`src/rtl/uart_pkg.sv`:
```
// Shared constants and types for the UART receive path feeding the wide adder.
package uart_pkg;

    localparam int unsigned UART_BYTE_W      = 8;
    localparam int unsigned PACKER_NUM_BYTES = 48;
    localparam int unsigned ADDER_OP_WIDTH   = 381;

    typedef enum logic {
        FILL,
        HOLD
    } packer_state_t;

endpackage

```
`src/rtl/uart_operand_packer_byte_xor_acc.sv`:
```
// byte_xor_acc: 8-bit running XOR of accepted bytes with a frame-start clear.
// Only built when UART_PACKER_CHECKSUM_EN is defined; the whole module is
// guarded so the default build carries no orphan top-level module.
`ifdef UART_PACKER_CHECKSUM_EN
module byte_xor_acc
    import uart_pkg::*;
(
    input  logic                   clk,
    input  logic                   rst_n,
    input  logic                   clr,
    input  logic                   en,
    input  logic [UART_BYTE_W-1:0] din,
    output logic [UART_BYTE_W-1:0] acc
);

    // Clear and accumulate in the same cycle seeds the new frame with din.
    always_ff @(posedge clk or negedge rst_n) begin
        if (!rst_n) begin
            acc <= '0;
        end else if (clr) begin
            acc <= en ? din : '0;
        end else if (en) begin
            acc <= acc ^ din;
        end
    end

endmodule
`endif

```
`src/rtl/uart_operand_packer.sv`:
```
// uart_operand_packer: gathers UART bytes LSB-first into one wide operand and
// hands it to the adder over valid/ready. Optional checksum byte checking is
// enabled by defining UART_PACKER_CHECKSUM_EN.
module uart_operand_packer
    import uart_pkg::*;
#(
    parameter int unsigned NUM_BYTES = PACKER_NUM_BYTES,
    parameter int unsigned OP_WIDTH  = ADDER_OP_WIDTH
) (
    input  logic                            clk,
    input  logic                            rst_n,
    input  logic                            clear,
    input  logic [UART_BYTE_W-1:0]          byte_in,
    input  logic                            byte_valid,
    output logic [OP_WIDTH-1:0]             op_data,
    output logic                            op_valid,
    input  logic                            op_ready,
    output logic                            range_err,
    output logic                            chk_err,
    output logic                            overflow,
    output logic [$clog2(NUM_BYTES+2)-1:0]  byte_count
);

    localparam int unsigned SH_W  = UART_BYTE_W * NUM_BYTES;
    localparam int unsigned CNT_W = $clog2(NUM_BYTES + 2);
`ifdef UART_PACKER_CHECKSUM_EN
    localparam int unsigned FRAME_LEN = NUM_BYTES + 1;
`else
    localparam int unsigned FRAME_LEN = NUM_BYTES;
`endif
    // Shadow bits that must be zero for the operand to fit the adder.
    localparam logic [SH_W-1:0] HI_MASK = {SH_W{1'b1}} << OP_WIDTH;

    packer_state_t    state_q, state_d;
    logic [CNT_W-1:0] cnt_q, cnt_d;
    logic [SH_W-1:0]  shadow_q, shadow_d;
    logic             op_valid_q, op_valid_d;
    logic             range_q, range_d;
    logic             ovf_q, ovf_d;
    logic             accept;
    logic             frame_start;
    logic [CNT_W-1:0] idx;

`ifdef UART_PACKER_CHECKSUM_EN
    logic                   chk_q, chk_d;
    logic                   acc_en;
    logic [UART_BYTE_W-1:0] acc_val;

    byte_xor_acc u_xor_acc (
        .clk   (clk),
        .rst_n (rst_n),
        .clr   (frame_start),
        .en    (acc_en),
        .din   (byte_in),
        .acc   (acc_val)
    );
`else
    logic unused_frame_start;
    assign unused_frame_start = frame_start;
`endif

    // Next-state: clear wins, HOLD waits for the handshake, accepted bytes land in the shadow.
    always_comb begin
        state_d     = state_q;
        cnt_d       = cnt_q;
        shadow_d    = shadow_q;
        op_valid_d  = op_valid_q;
        range_d     = range_q;
        ovf_d       = ovf_q;
        accept      = 1'b0;
        frame_start = 1'b0;
`ifdef UART_PACKER_CHECKSUM_EN
        chk_d  = chk_q;
        acc_en = 1'b0;
`endif
        // A byte taken during the handshake cycle is byte 0 of the next frame.
        idx = (state_q == HOLD) ? '0 : cnt_q;

        if (clear) begin
            state_d     = FILL;
            cnt_d       = '0;
            shadow_d    = '0;
            op_valid_d  = 1'b0;
            range_d     = 1'b0;
            ovf_d       = 1'b0;
            frame_start = 1'b1;
`ifdef UART_PACKER_CHECKSUM_EN
            chk_d = 1'b0;
`endif
        end else begin
            unique case (state_q)
                FILL: accept = byte_valid;
                HOLD: begin
                    if (op_ready) begin
                        state_d     = FILL;
                        op_valid_d  = 1'b0;
                        range_d     = 1'b0;
                        cnt_d       = '0;
                        frame_start = 1'b1;
                        accept      = byte_valid;
`ifdef UART_PACKER_CHECKSUM_EN
                        chk_d = 1'b0;
`endif
                    end else if (byte_valid) begin
                        ovf_d = 1'b1;
                    end
                end
                default: ;
            endcase
        end

        if (accept) begin
            cnt_d = idx + 1'b1;
            for (int unsigned i = 0; i < NUM_BYTES; i++) begin
                if (idx == CNT_W'(i)) begin
                    shadow_d[UART_BYTE_W*i +: UART_BYTE_W] = byte_in;
                end
            end
`ifdef UART_PACKER_CHECKSUM_EN
            acc_en = (idx < CNT_W'(NUM_BYTES));
            // The checksum byte is compared, never stored.
            if (idx == CNT_W'(NUM_BYTES)) begin
                chk_d = (acc_val != byte_in);
            end
`endif
            if (idx == CNT_W'(FRAME_LEN - 1)) begin
                state_d    = HOLD;
                op_valid_d = 1'b1;
                range_d    = |(shadow_d & HI_MASK);
            end
        end
    end

    // State and output registers.
    always_ff @(posedge clk or negedge rst_n) begin
        if (!rst_n) begin
            state_q    <= FILL;
            cnt_q      <= '0;
            shadow_q   <= '0;
            op_valid_q <= 1'b0;
            range_q    <= 1'b0;
            ovf_q      <= 1'b0;
        end else begin
            state_q    <= state_d;
            cnt_q      <= cnt_d;
            shadow_q   <= shadow_d;
            op_valid_q <= op_valid_d;
            range_q    <= range_d;
            ovf_q      <= ovf_d;
        end
    end

`ifdef UART_PACKER_CHECKSUM_EN
    // Checksum verdict, held for the operand it belongs to.
    always_ff @(posedge clk or negedge rst_n) begin
        if (!rst_n) begin
            chk_q <= 1'b0;
        end else begin
            chk_q <= chk_d;
        end
    end
    assign chk_err = chk_q;
`else
    assign chk_err = 1'b0;
`endif

    assign op_data    = shadow_q[OP_WIDTH-1:0];
    assign op_valid   = op_valid_q;
    assign range_err  = range_q;
    assign overflow   = ovf_q;
    assign byte_count = cnt_q;

endmodule

```
`config.mk`:
```
export PLATFORM = sky130hd
export DESIGN_NAME = uart_operand_packer
export DESIGN_NICKNAME = d
export VERILOG_FILES = /design/src/rtl/uart_pkg.sv /design/src/rtl/uart_operand_packer_byte_xor_acc.sv /design/src/rtl/uart_operand_packer.sv
export SDC_FILE = /design/constraint.sdc
export NUM_CORES = 1
export LEC_CHECK = 0
export ABC_CLOCK_PERIOD_IN_PS = 4100
export BUFFER_PORTS_ARGS = -buffer_cell sky130_fd_sc_hd__buf_2
export CAP_MARGIN = 25
export CORE_MARGIN = 2
export CORE_UTILIZATION = 61
export DETAILED_ROUTE_END_ITERATION = 10
export PLACE_DENSITY_LB_ADDON = 0.25
export SETUP_SLACK_MARGIN = 0.3
export SLEW_MARGIN = 10
export SYNTH_ARGS = -nofsm -noshare
export SYNTH_HDL_FRONTEND = slang
export SYNTH_SLANG_ARGS = --single-unit
export TNS_END_PERCENT = 10
```
`constraint.sdc`:
```
create_clock -name clk -period 4.1 [get_ports clk]
set_clock_uncertainty 0.2 [all_clocks]
set_input_delay 0.82 -clock clk [delete_from_list [all_inputs] [get_ports clk]]
set_output_delay 0.82 -clock clk [all_outputs]
set_load 0.01 [all_outputs]
```
# Yosys cells after proc, flatten, opt, wreduce, memory -nomap -nowiden
# Index checks and enable logic that the tools add are counted.
dict set report classes {
  addsub 1
  eq_ne 48
  muxes 78
  bitwise 1
  reduce_logical 8
}
# operator count
set ops {}
lappend ops {{2-to-1 mux 384 bit} 2}
lappend ops {{2-to-1 mux 8 bit} 49}
lappend ops {{== test 6 x 5 -> 1 bit, second input constant} 16}
lappend ops {{== test 6 bit, second input constant} 16}
lappend ops {{== test 6 x 4 -> 1 bit, second input constant} 8}
lappend ops {{2-to-1 mux 6 bit} 5}
lappend ops {{== test 6 x 3 -> 1 bit, second input constant} 4}
lappend ops {{2-to-1 mux 1 bit} 21}
lappend ops {{== test 6 x 2 -> 1 bit, second input constant} 2}
lappend ops {{adder 6 x 1 -> 6 bit, second input constant} 1}
lappend ops {{== test 6 x 1 -> 1 bit, second input constant} 1}
lappend ops {{logical NOT 6 bit} 1}
lappend ops {{nonzero test 3 bit} 2}
lappend ops {{nonzero test 2 bit} 2}
lappend ops {{AND reduction 3 bit} 1}
lappend ops {{OR reduction 3 bit} 1}
lappend ops {{inequality test 2 bit, second input constant} 1}
lappend ops {{case mux 1 bit (2 select lines)} 1}
lappend ops {{AND reduction 2 bit} 1}
lappend ops {{inverter 1 bit} 1}
dict set report totals {
  regBits 394
  out_inout_bits 391
}

# Longest topological paths before layout
# Gate-level depths: netlist (run 1).
dict set report logic_depth {
  depth_word 7
  mapped_depth 10
  depth_no_buf 7
}

# Worst setup path before layout (run 1)
# OpenSTA, ideal clock, no wires.
dict set report synth_path {
  path_type {register to register}
  start {reg state_q}
  end {reg shadow_q[176]}
  setup_ns 0.125
  arrival_time_ns 2.301
  slack_ns 1.474
  path_stages_with_launch 10
  path_buffers 4
  synth_period_minus_slack_ns 2.626
  path_cell_list {dfrtp_1 -> buf_2 -> clkbuf_1 -> nor2b_1 -> ha_1 -> clkbuf_1 -> and3b_1 -> and2_1 -> buf_2 -> mux2_2}
}
dict set report synth_between {
  elab_chain_len 4
  elab_cells_between_ends 7
}
# element line
set synth_lines {}
lappend synth_lines {{start: declaration} uart_operand_packer.sv:34} ;# packer_state_t state_q, state_d;
lappend synth_lines {{start signal: assignment} uart_operand_packer.sv:144} ;# state_q <= state_d;
lappend synth_lines {{2-to-1 mux 6 bit / inverter 1 bit (equally long branches)} {uart_operand_packer.sv:77, uart_operand_packer.sv:91}}
lappend synth_lines {{== test 6 x 5 -> 1 bit / case mux 1 bit (2 select lines) (equally long branches)} {uart_operand_packer.sv:115, uart_operand_packer.sv:91}}
lappend synth_lines {{2-to-1 mux 8 bit / 2-to-1 mux 1 bit (equally long branches)} {uart_operand_packer.sv:115, uart_operand_packer.sv:79}}
lappend synth_lines {{2-to-1 mux 384 bit *} uart_operand_packer.sv:112} ;# if (accept) begin
lappend synth_lines {{net shadow_d[176]} uart_operand_packer.sv:36} ;# logic [SH_W-1:0] shadow_q, shadow_d;
lappend synth_lines {{end signal: assignment} uart_operand_packer.sv:146} ;# shadow_q <= shadow_d;
lappend synth_lines {{end: declaration} uart_operand_packer.sv:36}
# Mark *: on every way through the listed nets, which the timed path passes. The rest lies on a longest branch.
# A chain may end at the register's enable or synchronous reset.

# Final worst setup path (run 1)
dict set report layout_path {
  start {reg state_q}
  end {reg shadow_q[330]}
}
dict set report layout_between {
  elab_chain_len 4
  elab_cells_between_ends 7
}
# element line
set layout_lines {}
lappend layout_lines {{2-to-1 mux 6 bit / inverter 1 bit (equally long branches)} {uart_operand_packer.sv:77, uart_operand_packer.sv:91}}
lappend layout_lines {{== test 6 bit / case mux 1 bit (2 select lines) (equally long branches)} {uart_operand_packer.sv:115, uart_operand_packer.sv:91}}
lappend layout_lines {{2-to-1 mux 8 bit / 2-to-1 mux 1 bit (equally long branches)} {uart_operand_packer.sv:115, uart_operand_packer.sv:79}}
lappend layout_lines {{2-to-1 mux 384 bit *} uart_operand_packer.sv:112}
lappend layout_lines {{net shadow_d[330]} uart_operand_packer.sv:36}
# Marks and branches as above.

==> impl_metrics.toml, run 1 <==
[grt]
grt_max_degree = 162
grt_pass1_wl_microns = 76700
grt_use_total_pct = 27.8
antenna_found_initial = 0
grt_pass1_vias = 12600
grt-ovfl-total = 0

[yosys]
yosysUniqueCellTypes = 50
yosys_warnings = 0
ys_seq_area_share_pct = 46.6
syn_inst = 1791
ys_ff_latch = 393
synth.net_count = 1808
synth_area_sq_um = 21100
avgSynthCellArea_sq_um = 11.8

[run_status]
status = "finished clean"

[clock_network]
postCtsSetupBuffers = 0
cts_tree = "built"
cts.sink_count = 393
clock_latency_ps = 540
cts_hold_buf = 0
clk_path_buf_depth = 3
htreeDepth = 2
cts_made_buffers = 42
clkTransAtPathRegs_ps = 60
cts-root-buf = "clkbuf_16"
ctsResizeCount = 0

[die]
pin_count = 404
num_rows = 68
die-area_sq_um = 36100
dieHeight_microns = 190
initial_core_util_pct = 61.5
die-width_microns = 190
core_area_sq_um = 34300

[setup_path]
worstPathRequired_ps = 4320
worstRegToRegCells = 7
max_stage_delay_ps = 730
endpoint_kind = "flop"
cp_slowest_cell = "dfrtp_1"
r2r_end = "shadow_q[330]"
path_buf_inv = 1
crit_arrival_ps = 3520
crit_path_start_kind = "flop"
path_cells = "nor2b_1 > inv_1 > ha_1 > nand2b_1 > nor2_2 > nand2_1 > mux2_2"
worstSetupPathType = "reg2reg"
r2r_setup_slack_ps = 790
cp_top_family = "simple AND/OR/NAND/NOR gates"
rr_startpoint = "state_q"
cp_max_fo = 22

[drt]
routedWlPerCell_microns = 22.3
firstDrtPassIters = 5
wirelength_microns = 50400
vias_per_cell = 5.33
vias = 12100
ant_nets = 0
drc_errors = 0
drt_iter0_markers = 540

[cells_and_area]
drive_gt1_share_pct = 45.9
nNetsFinal = 1788
fill_cells = 2710
area_delta_synth_final_pct = 4.68
mostFrequentLayoutCells = "buf_2, dfrtp_1, nor2b_1, mux2_2, mux2_4"
final_common_cell = "buf_2"
fin_util_pct = 64.4

[pwr]
leakage_nw = 12.3
p_per_area_nw_per_um2 = 371
peakVddDrop_v = 0.000251

[timing]
max-slew-margin-rel_pct = 28.1
tns_ps = 0
fin_crit_sh_pct = 80.7
rsz0062_at_grt = "no"
finalHoldViolCount = 0
setup_violations = 0
maxSlewViolCount = 0
fin_crit_ps = 3310
worst_pin_slew_ps = 1080
max_freq_mhz = 302

[place]
io_buffers = 402
gp_routability_congestion = 0.759
hpwlAfterDp_microns = 32200

[worst_hold_path]
holdCritPathClass = "in2async"

[flow_run]
maxCapViolations = 0
-- how the worst max path moves through the flow --
| stage | startpoint | end | slack (ps) | cells after the start |
|---|---|---|---|---|
| 6_report | state_q | shadow_q[330] | 790 | 7 |
| 5_1_grt | state_q | shadow_q[330] | 650 | 7 |
| 3_3_place_gp | clear | shadow_q[271] | 580 | 5 |
| 3_5_place_dp | clear | shadow_q[267] | 570 | 5 |
| 4_1_cts | state_q | shadow_q[330] | 810 | 7 |
| 2_1_floorplan | state_q | shadow_q[176] | 1470 | 9 |
-- flip-flops by register name (all words and copies together) (netlist names) --
register    cells
range_err       1
overflow        1
state_q         1
shadow_q      383
byte_count      6
op_valid        1
-- report_power, final --
group          total, mW  switching (mW)  internal, mW
clock               3.91            1.55          2.36
sequential          3.90         0.00909          3.89
combinational      0.368           0.289        0.0797
total               8.18            1.85          6.34
-- cell usage after synthesis, drive strengths merged --
master	n	share of area, %
a2111oi	1	0.042
a21boi	1	0.053
a21oi	7	0.17
a22oi	1	0.036
a2bb2oi	1	0.042
a32oi	1	0.042
and2	3	0.089
and3	5	0.15
and3b	3	0.13
and4b	1	0.047
buf	402	14
clkbuf	88	1.6
conb	1	0.018
dfrtp	393	47
ha	4	0.24
inv	3	0.053
mux2	322	18
mux2i	49	2.3
nand2	26	1.3
nand2b	64	1.9
nand3	33	1.0
nand3b	1	0.036
nand4	3	0.089
nor2	18	0.43
nor2b	328	9.8
nor3	9	0.56
nor4	1	0.030
o21ai	17	0.40
o21bai	1	0.036
o22ai	1	0.030
o31ai	1	0.036
or3	1	0.030
xor2	1	0.042
-- per-layer routing --
layer	global-route usage (%)	wire length (microns)	part of all wire (%)
met1	37.7	21700	43
met2	44.3	23900	47
met3	7.10	3460	6.9
met4	8.47	1370	2.7
met5	0	0	0
-- kinds of logic after synthesis --
logic type	after synthesis	synth area share (%)
adder cells (fa/ha/maj)	4	0.237
XOR/XNOR	1	0.0416
flip-flops	393	46.6
AND/OR/NAND/NOR	496	15.6
buffers and inverters	493	15.8
AO/OA/AOI/OAI	32	0.884
multiplexers	371	20.8
other	1	0.0178
-- through the flow --
stage	cells	setup slack, ps	total power, mW	hold WS [ps]	instance area [sq um]
after global routing	2258	649	8.46	66.4	22100
after detailed placement	2181	569	4.34	281	20600
after CTS	2257	807	8.26	51.9	22000
final	2259	792	8.18	37.7	22100
after floorplan	1791	1470	4.16	290	21100
after global placement	2180	585	4.34	264	20600
-- area by class of cell --
| type | count | area, sq um | share of cell area [%] |
|---|---|---|---|
| Timing Repair Buffer | 426 | 2300 | 10.4 |
| Multi-Input combinational cell | 905 | 7930 | 35.9 |
| Inverter | 3 | 11.3 | 0.0510 |
| Sequential cell | 393 | 9830 | 44.6 |
| Tap cell | 455 | 569 | 2.58 |
| Clock buffer | 63 | 1250 | 5.68 |
| Antenna cell | 1 | 2.50 | 0.0113 |
| Clock inverter | 13 | 169 | 0.765 |
(Power assumes the default switching activity.)
==> run 2, diff against run 1 <==
--- a/config.mk
+++ b/config.mk
@@ -5,11 +5,12 @@
 export SDC_FILE = /design/constraint.sdc
 export NUM_CORES = 1
 export LEC_CHECK = 0
-export ABC_CLOCK_PERIOD_IN_PS = 4100
+export ABC_AREA = 1
+export ABC_CLOCK_PERIOD_IN_PS = 3050
 export BUFFER_PORTS_ARGS = -buffer_cell sky130_fd_sc_hd__buf_2
 export CAP_MARGIN = 25
 export CORE_MARGIN = 2
-export CORE_UTILIZATION = 61
+export CORE_UTILIZATION = 55
 export DETAILED_ROUTE_END_ITERATION = 10
 export PLACE_DENSITY_LB_ADDON = 0.25
 export SETUP_SLACK_MARGIN = 0.3
==> constraint.sdc (replaced) <==
create_clock -name clk -period 3.05 [get_ports clk]
set_clock_uncertainty 0.2 [all_clocks]
set_input_delay 0.61 -clock clk [delete_from_list [all_inputs] [get_ports clk]]
set_output_delay 0.61 -clock clk [all_outputs]
set_load 0.01 [all_outputs]
==> impl_metrics.toml, run 2 <==
[flow_run]
maxCapViolations = 0

[timing]
setup_violations = 0
rsz0062_at_grt = "yes"
fin_crit_sh_pct = 88.7
worst_pin_slew_ps = 979
maxSlewViolCount = 0
tns_ps = 0
setup_slack_ps = 345
finalHoldViolCount = 0
hold_slack_ps = 201
max-slew-margin-rel_pct = 34.8
fin_crit_ps = 2700
max_freq_mhz = 370

[drt]
firstDrtPassIters = 6
vias = 12500
vias_per_cell = 5.49
ant_nets = 0
drc_errors = 0
wirelength_microns = 47600
drt_iter0_markers = 1066
routedWlPerCell_microns = 21.0

[cells_and_area]
seq_area_sq_um = 9830
nNetsFinal = 1813
area_delta_synth_final_pct = 3.86
drive_gt1_share_pct = 29.4
design_area_sq_um = 18900
mostFrequentLayoutCells = "buf_2, dfrtp_1, nand3_1, o21ai_0, nand2_1"
final_common_cell = "buf_2"
top_register = "shadow_q"
diodes = 0
fill_cells = 2917
multi_input_area_sq_um = 4600
largest_reg_flops = 383

[pwr]
p_total_mw = 10.6
swShare_pct = 22.6
p_sw_mw = 2.40
p_seq_share_pct = 49.3
p_per_area_nw_per_um2 = 563
power_frac_comb_pct = 4.4
cellInternalPower_mw = 8.23
peakVddDrop_v = 0.000360
leakage_nw = 9.99
power_frac_clock_pct = 46.2

[setup_path]
endpoint_kind = "flop"
worstRegToRegCells = 7
crit_arrival_ps = 2870
worstPathRequired_ps = 3220
r2r_end = "shadow_q[111]"
worstSetupPathType = "reg2reg"
rr_startpoint = "state_q"
crit_path_start_kind = "flop"
r2r_setup_slack_ps = 350
cp_max_fo = 16

[place]
gp_routability_congestion = 0.858
io_buffers = 402
dp_slack_ps = 369
placed_cell_area_sq_um = 17600
hpwlAfterDp_microns = 30300

[yosys]
synthTopCellsByArea = "dfrtp_1, buf_4, nand3_1"
synth_flop_cell = "dfrtp_1"
synth_top_area_share_pct = 54.1
synth_most_common_cell = "dfrtp_1"
synth_edf_count = 0
syn_inst = 1830
yosysTopAreaCell = "dfrtp_1"
ys_seq_area_share_pct = 54.1
synth.net_count = 1847
avgSynthCellArea_sq_um = 9.93
ys_ff_latch = 393
synth_commonest_cells = "dfrtp_1, nand3_1, buf_4, o21ai_0, clkbuf_1"
yosysUniqueCellTypes = 26
synth_area_sq_um = 18200
async_reset_ff_share_pct = 100
yosys_warnings = 0

[clock_network]
cts-root-buf = "clkbuf_16"
clock_latency_ps = 530
htreeDepth = 2
clk_path_buf_depth = 3
cts_tree = "built"
cts.sink_count = 393
clkTransAtPathRegs_ps = 60
postCtsSetupBuffers = 0
cts_made_buffers = 40

[worst_hold_path]
holdPathEnd = "overflow"
hold_path_depth = 3
hp-start = "byte_valid"
holdCritPathClass = "in2reg"

[die]
num_rows = 66
dieHeight_microns = 186
die-width_microns = 186
pin_count = 404
core_area_sq_um = 32500
initial_core_util_pct = 55.9
die-area_sq_um = 34500

[grt]
grt_use_total_pct = 26.9
grt-ovfl-total = 0
antenna_found_initial = 0
grt_pass1_wl_microns = 71300
grt_pass1_vias = 11800
grt_max_degree = 209

[run_status]
status = "finished clean"
==> run 2: changes by cell type after synthesis, sizes merged, moves of 49 or more <==
cell / before / now
buf: 402 / 456
mux2: 322 / 0
mux2i: 49 / 0
nand2b: 64 / 0
nand3: 33 / 392
nor2b: 328 / 0
o21ai: 17 / 391
==> run 2: power by group through the flow <==
stage	sequential (mW)	combinational, mW	clock [mW]
final	5.24	0.473	4.91
after global routing	5.24	0.518	5.19
after CTS	5.24	0.482	4.99
after detailed placement	5.34	0.480	0
after global placement	5.34	0.477	0
after floorplan	5.34	0.214	0
==> run 2: cell families (layout without fill, tap and decap cells) <==
logic type | Yosys count | in the layout | synth area share (%)
compound gates | 395 | 395 | 10.9
xor+xnor | 1 | 1 | 0.0482
fa+ha+maj | 4 | 4 | 0.275
buf+inv | 542 | 537 | 20.6
flops | 393 | 393 | 54.1
other cells | 1 | 1 | 0.0206
simple gates | 494 | 494 | 14.0
==> run 2: metal layers <==
layer | vias to the layer above | global-route usage, % | wire length [microns]
li1 | 5770 | - | -
met1 | 6080 | 37.3 | 19900
met2 | 521 | 42.5 | 22700
met3 | 86 | 6.26 | 3800
met4 | 0 | 7.75 | 1200
met5 | - | 0 | 0
==> run 2: worst max-delay path by stage <==
| stage | cells past startpoint | endpoint | from |
|---|---|---|---|
| 6_report | 7 | shadow_q[111] | state_q |
| 5_1_grt | 7 | shadow_q[108] | state_q |
| 4_1_cts | 7 | shadow_q[174] | state_q |
| 3_5_place_dp | 7 | shadow_q[171] | state_q |
| 3_3_place_gp | 8 | shadow_q[103] | op_ready |
| 2_1_floorplan | 8 | shadow_q[318] | state_q |
==> run 2: final cells by class <==
cell class | count | share of cell area, %
flip-flops and latches | 393 | 52.1
clock buffers | 61 | 6.20
well taps | 442 | 2.93
inverters | 27 | 0.577
repair buffers | 439 | 13.1
multi-input cells | 895 | 24.4
clock inverters | 10 | 0.703
==> run 2: critical path: stages, from the launching register on <==
cell and delay, ps:
dfrtp_1 470, nor2_1 300, ha_1 220, inv_1 80, nor2_1 520, nand2_1 460, nand3_1 180, o21ai_0 100
==> run 2: metrics by stage <==
stage | instances | utilization (%)
final | 2267 | 58.0
after global routing | 2267 | 58.0
after CTS | 2267 | 58.0
after detailed placement | 2195 | 54.0
after global placement | 2195 | 54.0
after floorplan | 1830 | -
==> run 2: repair_timing <==
action | in CTS | in global routing
resized for setup | 0 | 1
hold buffers | 1 | 0
hold endpoints to repair | 59 | 0
endpoints found under the setup margin | 0 | 87
==> run 3, diff against run 2 <==
--- a/config.mk
+++ b/config.mk
@@ -6,11 +6,11 @@
 export NUM_CORES = 1
 export LEC_CHECK = 0
 export ABC_AREA = 1
-export ABC_CLOCK_PERIOD_IN_PS = 3050
+export ABC_CLOCK_PERIOD_IN_PS = 3300
 export BUFFER_PORTS_ARGS = -buffer_cell sky130_fd_sc_hd__buf_2
 export CAP_MARGIN = 25
 export CORE_MARGIN = 2
-export CORE_UTILIZATION = 55
+export CORE_UTILIZATION = 59
 export DETAILED_ROUTE_END_ITERATION = 10
 export PLACE_DENSITY_LB_ADDON = 0.25
 export SETUP_SLACK_MARGIN = 0.3
==> constraint.sdc (replaced) <==
create_clock -name clk -period 3.3 [get_ports clk]
set_clock_uncertainty 0.2 [all_clocks]
set_input_delay 0.66 -clock clk [delete_from_list [all_inputs] [get_ports clk]]
set_output_delay 0.66 -clock clk [all_outputs]
set_load 0.01 [all_outputs]
==> impl_metrics.toml, run 3 (synthesis gave the netlist of run 2 again) <==
[run_status]
status = "finished clean"

[clock_network]
postCtsSetupBuffers = 0
clk_path_buf_depth = 3
clkTransAtPathRegs_ps = 60
cts_made_buffers = 41
ctsResizeCount = 0
cts_tree = "built"
cts-root-buf = "clkbuf_16"
cts_hold_buf = 1
cts.sink_count = 393
clock_latency_ps = 520
htreeDepth = 2

[timing]
tns_ps = 0
fin_crit_ps = 2590
worst_pin_slew_ps = 1120
max-slew-margin-rel_pct = 25.3
maxSlewViolCount = 0
finalHoldViolCount = 0
max_freq_mhz = 386
setup_violations = 0
setup_slack_ps = 709
fin_crit_sh_pct = 78.5
rsz0062_at_grt = "no"

[worst_hold_path]
holdCritPathClass = "in2reg"
holdPathEnd = "overflow"
hp-start = "byte_valid"
hold_path_depth = 3

[grt]
grt_max_degree = 231
antenna_found_initial = 2
grt_pass1_vias = 12000
grt_use_total_pct = 28.4
grt-ovfl-total = 0
grt_pass1_wl_microns = 72600

[setup_path]
crit_path_start_kind = "flop"
max_stage_delay_ps = 460
r2r_setup_slack_ps = 710
worstSetupPathType = "reg2reg"
cp_slowest_cell = "dfrtp_1"
endpoint_kind = "flop"
cp_top_family = "simple AND/OR/NAND/NOR gates"
cp_max_fo = 16
crit_arrival_ps = 2760
rr_startpoint = "state_q"
r2r_end = "shadow_q[158]"
cpMostUsedCell = "nor2_1"
path_cells = "nor2_1 > ha_1 > inv_1 > nor2_1 > nand2_1 > nand3_1 > o21ai_0"
path_buf_inv = 1
worstRegToRegCells = 7
worstPathRequired_ps = 3470

[drt]
drc_errors = 0
vias_per_cell = 5.72
drt_iter0_markers = 1124
ant_nets = 0
firstDrtPassIters = 5
vias = 12700
wirelength_microns = 46600
routedWlPerCell_microns = 21.0

[die]
core_area_sq_um = 30400
initial_core_util_pct = 59.7
die-width_microns = 180
die-area_sq_um = 32200
dieHeight_microns = 180
pin_count = 404
num_rows = 64

[cells_and_area]
fill_cells = 2541
drive_gt1_share_pct = 29.2
area_delta_synth_final_pct = 3.11
largest_reg_flops = 383
top_register = "shadow_q"
final_common_cell = "buf_2"
multi_input_area_sq_um = 4590
fin_util_pct = 61.6
mostFrequentLayoutCells = "buf_2, dfrtp_1, nand3_1, o21ai_0, nand2_1"
nNetsFinal = 1807
seq_area_sq_um = 9830

[pwr]
swShare_pct = 22.5
p_per_area_nw_per_um2 = 523
peakVddDrop_v = 0.000380
p_seq_share_pct = 49.5
leakage_nw = 9.94
p_sw_mw = 2.21
power_frac_clock_pct = 46.2
power_frac_comb_pct = 4.3
cellInternalPower_mw = 7.59
p_total_mw = 9.80

[place]
dp_slack_ps = 686
hpwlAfterDp_microns = 29900
io_buffers = 402
gp_routability_congestion = 0.846

[flow_run]
maxCapViolations = 0
[run 3: area by class of cell]
cell class / count / area share [%]
sequential: 393 / 52.5
multi-input combinational: 895 / 24.5
timing repair buffer: 432 / 12.7
clock buffer: 58 / 6.19
tap: 396 / 2.64
clock inverter: 14 / 0.815
inverter: 27 / 0.581
antenna: 2 / 0.0267
[run 3: worst max path at each step]
stage,from,to,depth (start not counted)
finish,state_q,shadow_q[158],7
floorplan,state_q,shadow_q[318],8
global route,state_q,shadow_q[159],7
detailed placement,op_ready,shadow_q[103],8
global placement,op_ready,shadow_q[97],8
CTS,state_q,shadow_q[158],7
[run 3: worst min-delay path, stage by stage]
cell and delay, ps:
buf_2 130, inv_1 50, o21ai_0 70
[run 3: power by group through the flow]
stage / registers (mW) / clock network, mW / logic (mW)
final: 4.85 / 4.53 / 0.422
after global routing: 4.85 / 4.80 / 0.462
after CTS: 4.85 / 4.61 / 0.427
after detailed placement: 4.94 / 0 / 0.425
after global placement: 4.93 / 0 / 0.422
after floorplan: 4.94 / 0 / 0.198
[run 3: layer usage]
| layer | part of all wire, % | track usage (%) | vias up |
|---|---|---|---|
| li1 | - | - | 5768 |
| met1 | 42 | 39.9 | 6252 |
| met2 | 46 | 43.8 | 547 |
| met3 | 7.9 | 6.20 | 104 |
| met4 | 3.9 | 10.3 | 0 |
| met5 | 0 | 0 | - |
[run 3: metrics by stage]
stage          instances  instance area, sq um  hold slack, ps
4_1_cts             2215                 18700             219
3_5_place_dp        2142                 17400             285
5_1_grt             2216                 18700             249
6_report            2217                 18700             230
3_3_place_gp        2142                 17400             271
2_1_floorplan       1830                 18200             164
